===== src/rtl/boot_loader_pkg.sv =====
// Shared types for the boot-time descriptor loader: descriptor layout, FSM states
// and the hard upper limit on destination channels.
package boot_loader_pkg;

    localparam int MAX_DST  = 4;

    localparam int DESC_W   = 36;
    localparam int SKIP_BIT = 35;
    localparam int EN_BIT   = 34;
    localparam int CH_LSB   = 32;
    localparam int CH_W     = 2;
    localparam int SRC_LSB  = 16;
    localparam int SRC_W    = 16;
    localparam int SIZE_LSB = 0;
    localparam int SIZE_W   = 16;

    typedef struct packed {
        logic              skip;
        logic              en;
        logic [CH_W-1:0]   ch;
        logic [SRC_W-1:0]  src;
        logic [SIZE_W-1:0] size;
    } desc_t;

    typedef enum logic [2:0] {
        ST_IDLE,
        ST_FETCH,
        ST_WAIT,
        ST_DECODE,
        ST_COPY,
        ST_DRAIN,
        ST_DONE,
        ST_ERR
    } state_e;

    // An all-zero word terminates the descriptor list.
    function automatic logic desc_is_end(input desc_t d);
        return d == '0;
    endfunction

endpackage


===== src/rtl/boot_copy_engine.sv =====
// Source/count counters and the one-stage read->write pipeline: a word read in one
// cycle is presented for writing in the next, one word per cycle, no back-pressure.
module boot_copy_engine
    import boot_loader_pkg::*;
#(
    parameter int MEM_AW = 14,
    parameter int DW     = 32
) (
    input  logic              clock,
    input  logic              reset,
    input  logic              load_i,
    input  logic [MEM_AW-1:0] load_src_i,
    input  logic [SIZE_W-1:0] load_cnt_i,
    input  logic              issue_i,
    output logic              last_o,
    output logic              mem_en_o,
    output logic [MEM_AW-1:0] mem_addr_o,
    input  logic [DW-1:0]     mem_rdata_i,
    output logic              wr_vld_o,
    output logic [DW-1:0]     wr_data_o
);

    logic [MEM_AW-1:0] src_q, src_d;
    logic [SIZE_W-1:0] cnt_q, cnt_d;
    logic              wr_vld_q, wr_vld_d;

    always_comb begin
        src_d    = src_q;
        cnt_d    = cnt_q;
        wr_vld_d = issue_i;
        if (load_i) begin
            src_d = load_src_i;
            cnt_d = load_cnt_i;
        end else if (issue_i) begin
            src_d = src_q + MEM_AW'(1);
            cnt_d = cnt_q - SIZE_W'(1);
        end
    end

    always_ff @(posedge clock) begin
        if (reset) begin
            src_q    <= '0;
            cnt_q    <= '0;
            wr_vld_q <= 1'b0;
        end else begin
            src_q    <= src_d;
            cnt_q    <= cnt_d;
            wr_vld_q <= wr_vld_d;
        end
    end

    assign last_o     = (cnt_q == SIZE_W'(1));
    assign mem_en_o   = issue_i;
    assign mem_addr_o = issue_i ? src_q : '0;
    assign wr_vld_o   = wr_vld_q;
    assign wr_data_o  = wr_vld_q ? mem_rdata_i : '0;

endmodule


===== src/rtl/boot_loader_dma.sv =====
// Boot loader: walks the ROM descriptor list, streams each block from main memory
// into its destination channel, then raises done (or error) and holds it.
module boot_loader_dma
    import boot_loader_pkg::*;
#(
    parameter int                ROM_AW   = 8,
    parameter int                MEM_AW   = 14,
    parameter int                DST_AW   = 10,
    parameter int                DW       = 32,
    parameter int                NUM_DST  = 2,
    parameter logic [DST_AW-1:0] DST_BASE = 'h80
) (
    input  logic               clock,
    input  logic               reset,
    input  logic               start,
    output logic               rom_en,
    output logic [ROM_AW-1:0]  rom_addr,
    input  logic [DESC_W-1:0]  rom_data,
    output logic               mem_en,
    output logic [MEM_AW-1:0]  mem_addr,
    input  logic [DW-1:0]      mem_rdata,
    output logic [NUM_DST-1:0] dst_we,
    output logic [DST_AW-1:0]  dst_addr,
    output logic [DW-1:0]      dst_wdata,
    output logic               busy,
    output logic               done,
    output logic               error
);

    if (NUM_DST < 1 || NUM_DST > MAX_DST) begin : g_bad_num_dst
        $error("boot_loader_dma: NUM_DST must be 1..%0d", MAX_DST);
    end

    state_e            state_q, state_d;
    logic [ROM_AW-1:0] rom_addr_q, rom_addr_d;
    desc_t             desc_q, desc_d;
    logic [DST_AW-1:0] ptr_q [NUM_DST];
    logic [DST_AW-1:0] ptr_d [NUM_DST];

    logic ptr_init, load, issue, last, advance, wr_vld;

    // NOTE: every combinational output gets its default first, so no branch can leave one unassigned and infer a latch.
    always_comb begin
        state_d    = state_q;
        rom_addr_d = rom_addr_q;
        desc_d     = desc_q;
        ptr_init   = 1'b0;
        load       = 1'b0;
        issue      = 1'b0;
        advance    = 1'b0;

        case (state_q)
            ST_IDLE, ST_DONE, ST_ERR: begin
                if (start) begin
                    state_d    = ST_FETCH;
                    rom_addr_d = '0;
                    ptr_init   = 1'b1;
                end
            end
            ST_FETCH: state_d = ST_WAIT;
            ST_WAIT: begin
                desc_d  = desc_t'(rom_data);
                state_d = ST_DECODE;
            end
            ST_DECODE: begin
                if (desc_is_end(desc_q))                state_d = ST_DONE;
                else if (desc_q.skip)                   advance = 1'b1;
                else if (!desc_q.en)                    state_d = ST_ERR;
                else if (int'(desc_q.ch) >= NUM_DST)    state_d = ST_ERR;
                else if (desc_q.size == '0)             advance = 1'b1;
                else begin
                    load    = 1'b1;
                    state_d = ST_COPY;
                end
            end
            ST_COPY: begin
                issue = 1'b1;
                if (last) state_d = ST_DRAIN;
            end
            ST_DRAIN: advance = 1'b1;
            default:  state_d = ST_IDLE;
        endcase

        // Moving past the last ROM word would wrap onto descriptor 0, so it aborts instead.
        if (advance) begin
            if (rom_addr_q == '1) begin
                state_d = ST_ERR;
            end else begin
                rom_addr_d = rom_addr_q + ROM_AW'(1);
                state_d    = ST_FETCH;
            end
        end
    end

    always_comb begin
        for (int i = 0; i < NUM_DST; i++) begin
            ptr_d[i] = ptr_q[i];
            if (ptr_init)
                ptr_d[i] = DST_BASE;
            else if (wr_vld && desc_q.ch == CH_W'(i))
                ptr_d[i] = ptr_q[i] + DST_AW'(1);
        end
    end

    // NOTE: sequential state is assigned with <= only, so every flop samples pre-edge values.
    always_ff @(posedge clock) begin
        if (reset) begin
            state_q    <= ST_IDLE;
            rom_addr_q <= '0;
            desc_q     <= '0;
            for (int i = 0; i < NUM_DST; i++) ptr_q[i] <= DST_BASE;
        end else begin
            state_q    <= state_d;
            rom_addr_q <= rom_addr_d;
            desc_q     <= desc_d;
            for (int i = 0; i < NUM_DST; i++) ptr_q[i] <= ptr_d[i];
        end
    end

    boot_copy_engine #(
        .MEM_AW (MEM_AW),
        .DW     (DW)
    ) u_copy (
        .clock       (clock),
        .reset       (reset),
        .load_i      (load),
        .load_src_i  (MEM_AW'(desc_q.src)),
        .load_cnt_i  (desc_q.size),
        .issue_i     (issue),
        .last_o      (last),
        .mem_en_o    (mem_en),
        .mem_addr_o  (mem_addr),
        .mem_rdata_i (mem_rdata),
        .wr_vld_o    (wr_vld),
        .wr_data_o   (dst_wdata)
    );

    always_comb begin
        dst_we   = '0;
        dst_addr = '0;
        for (int i = 0; i < NUM_DST; i++) begin
            if (wr_vld && desc_q.ch == CH_W'(i)) begin
                dst_we[i] = 1'b1;
                dst_addr  = ptr_q[i];
            end
        end
    end

    assign rom_en   = (state_q == ST_FETCH);
    assign rom_addr = rom_addr_q;
    assign busy     = !(state_q inside {ST_IDLE, ST_DONE, ST_ERR});
    assign done     = (state_q == ST_DONE);
    assign error    = (state_q == ST_ERR);

endmodule


===== config.mk =====
export PLATFORM = sky130hd
export DESIGN_NAME = boot_loader_dma
export DESIGN_NICKNAME = d
export VERILOG_FILES = /design/src/rtl/boot_loader_pkg.sv /design/src/rtl/boot_copy_engine.sv /design/src/rtl/boot_loader_dma.sv
export SDC_FILE = /design/constraint.sdc
export NUM_CORES = 1
export LEC_CHECK = 0
export CAP_MARGIN = 20
export CORE_MARGIN = 3
export CORE_UTILIZATION = 45
export CTS_CLUSTER_SIZE = 16
export DETAILED_ROUTE_END_ITERATION = 12
export PLACE_DENSITY_LB_ADDON = 0.25
export SLEW_MARGIN = 25
export SYNTH_ARGS = -nofsm -noshare
export SYNTH_HDL_FRONTEND = slang
export SYNTH_SLANG_ARGS = --single-unit
export TNS_END_PERCENT = 5

===== constraint.sdc =====
create_clock -name clock -period 4.1 [get_ports clock]
set_clock_uncertainty 0.15 [all_clocks]
set_input_delay 0.82 -clock clock [delete_from_list [all_inputs] [get_ports clock]]
set_output_delay 0.82 -clock clock [all_outputs]
set_load 0.05 [all_outputs]

==> qor.txt <==
Combinational power share: 37.1%
Post-synthesis sequential area ratio: 39.4%
Flops & latches, synth: 98
Synth unique cells: 59
Worst rel slew slack: 47.8%
RSZ-0062 raised after global routing: no
Crit share post-route: 92.9%
CTS root buffer: clkbuf_8
Remaining Overflow, GRT: 0
Slew @ Worst Pin: 0.784 ns
Share of cells above drive strength 1: 4.60%
Rows: 37
Cts hold-fix bufs: 0
Setup Fix Bufs, Post-CTS: 0
WP data required: 3.13 ns
VDD IR max: 321 uV
WP data arrival: 2.84 ns
Seq pwr share: 41.2%
Die height: 111 microns
Fin. Hold Viols: 0
Hold path depth: 2
H-tree lvl count: 3
Psw: 0.00118 W
DR vias: 4909
Clock share of power: 21.7%
Max-slew violations: 0
Total CTS buffers: 9
# diodes: 0
Setup violations, final: 0
Final wirelength: 13.5 mm
Post-Synthesis Cells: 636
Sw Share: 39.6%
Max FO, Critical Path: 20
DIE WIDTH: 111 microns
Number of antenna violations at the first check in global routing: 0
Power per cell area: 447 mW/mm^2
CP Class: reg2out
Core outline area: 0.0106 sq mm
Final Wtd Congestion: 0.857
Hpwl dp: 9.71 mm
Area Overhead vs Synth: 33.4%
DRC: 0
Ys async rst share: 0%
Cell-internal power: 0.00180 W
CTS tree: done
Outcome: finished clean
Nets: 833
Global-route wire length before repair: 22.2 mm
Synthesized cell area: 0.00498 sq mm
DP Area: 0.00645 sq mm
R2r worst-path depth: 5
Largest net degree at the start of global routing: 76
Clock buffer depth: 2
Drt initial violations: 354
Max cap viols: 0
DR WL/cell: 15.0 microns
Syn Area/Cell: 7.84 sq um
Clk slew on worst S/H paths: 0.10 ns
Via density: 5.47
Post-cts sizing count: 0
Worst Hold Class: reg2reg
Final setup TNS: 0 ns
Top_reg_cell synth: dfxtp_1
Drt first pass iters: 5
Pleak: 2.34 nW
Crit path time final: 3.81 ns
Synth warn: 0
Synth Net Count: 713
Ports: 142
Design area: 0.00665 sq mm
Startpoint Class: register
CTS sink count: 98
Vias in the first global route: 4610
Fmax: 0.263 GHz
Die ar.: 0.0124 sq mm
I/O Buffers: 141
GRT Total Usage: 21.1%
Post-layout util: 63.0%
Worst-Skew Late Latency: 0.37 ns
Endpoint class of the critical path: output pin
Initial core utilization: 47.2%
Final ANT Viol Nets: 0
Post-synth EDFFs: 0
Yosys cell counts, drive strengths merged, types with 7 or more instances:
cell type	n	area, sq um
o311ai	7	61.3
a22o	10	87.6
nor4	14	109
nor2	51	191
nor3	11	66.3
nand3	20	100
a31oi	13	81.3
nand4	12	75.1
clkbuf	25	93.8
buf	15	83.8
xnor2	9	78.8
nand2	106	400
and2	50	313
o21ai	20	100
inv	12	45.0
a21oi	66	330
and3	12	75.1
dfxtp	98	1960
xor2	12	105
a22oi	10	75.1
kinds of logic after synthesis:
| group | after synthesis | share of synthesized area (%) |
|---|---|---|
| buf+inv | 52 | 4.47 |
| simple gates | 303 | 31.0 |
| xor+xnor | 21 | 3.69 |
| fa+ha+maj | 6 | 1.51 |
| flops | 98 | 39.4 |
| compound gates | 154 | 19.6 |
| mux | 2 | 0.402 |
registers in the layout, indices dropped and copies added, names as in the netlist:
register and count:
desc_q 36, ptr_q 20, u_copy.cnt_q 16, u_copy.src_q 14, rom_addr 8, state_q 3, u_copy.wr_vld_o 1
worst paths after layout:
path | from | endpoint | slack (ns)
max | state_q[2] | mem_addr[6] | 0.29
min | desc_q[9] | desc_q[9] | 0.33
max reg2reg | desc_q[8] | rom_addr[3] | 1.65
min reg2reg | desc_q[9] | desc_q[9] | 0.33
layer usage:
metal	part of all wire (%)	vias up	global-route usage [%]	wire length [microns]
li1	-	2480	-	-
met1	43	2248	26.4	5820
met2	50	165	37.4	6750
met3	5.7	16	3.98	762
met4	1.2	0	4.62	163
met5	0	-	0	0
through the flow:
stage | power [W] | setup slack (ns) | hold slack (ns) | cells
6_report | 0.00298 | 0.291 | 0.330 | 897
3_3_place_gp | 0.00231 | 0.772 | 0.294 | 881
2_1_floorplan | 0.00200 | 1.13 | 0.286 | 636
4_1_cts | 0.00298 | 0.287 | 0.327 | 897
3_5_place_dp | 0.00234 | 0.724 | 0.314 | 881
5_1_grt | 0.00316 | 0.131 | 0.345 | 897
cell type report:
type                    count  area [sq um]
clock buffers              10           138
flip-flops and latches     98          1960
clock inverters             6          62.6
well taps                 136           170
fillers                   949          3910
multi-input cells         486          2810
inverters                  12          45.0
repair buffers            149          1470
worst max-delay path: stages, from the launching register on:
cell and delay [ns]:
dfxtp_1 0.54, or3b_4 0.43, inv_1 0.42, and2_1 0.25, clkdlybuf4s50_1 0.82
power groups by stage:
stage | Sequential [W] | Clock (W) | Combinational (W)
finish | 0.00123 | 0.000646 | 0.00110
global route | 0.00125 | 0.000693 | 0.00122
CTS | 0.00122 | 0.000658 | 0.00110
detailed placement | 0.00124 | 0 | 0.00110
global placement | 0.00124 | 0 | 0.00107
floorplan | 0.00118 | 0 | 0.000816
cell usage in the layout, fill, tap and decap left out, types with 12 or more instances in the layout:
master / n
a31oi_1: 13
nand4_1: 12
nor2_1: 51
inv_1: 12
and3_1: 12
dfxtp_1: 98
clkdlybuf4s50_1: 140
a21oi_1: 66
nand3_1: 20
nand2_1: 105
xor2_1: 12
nor4_1: 12
and2_1: 49
o21ai_0: 19
Note: power is estimated with default switching activity, not from simulation.
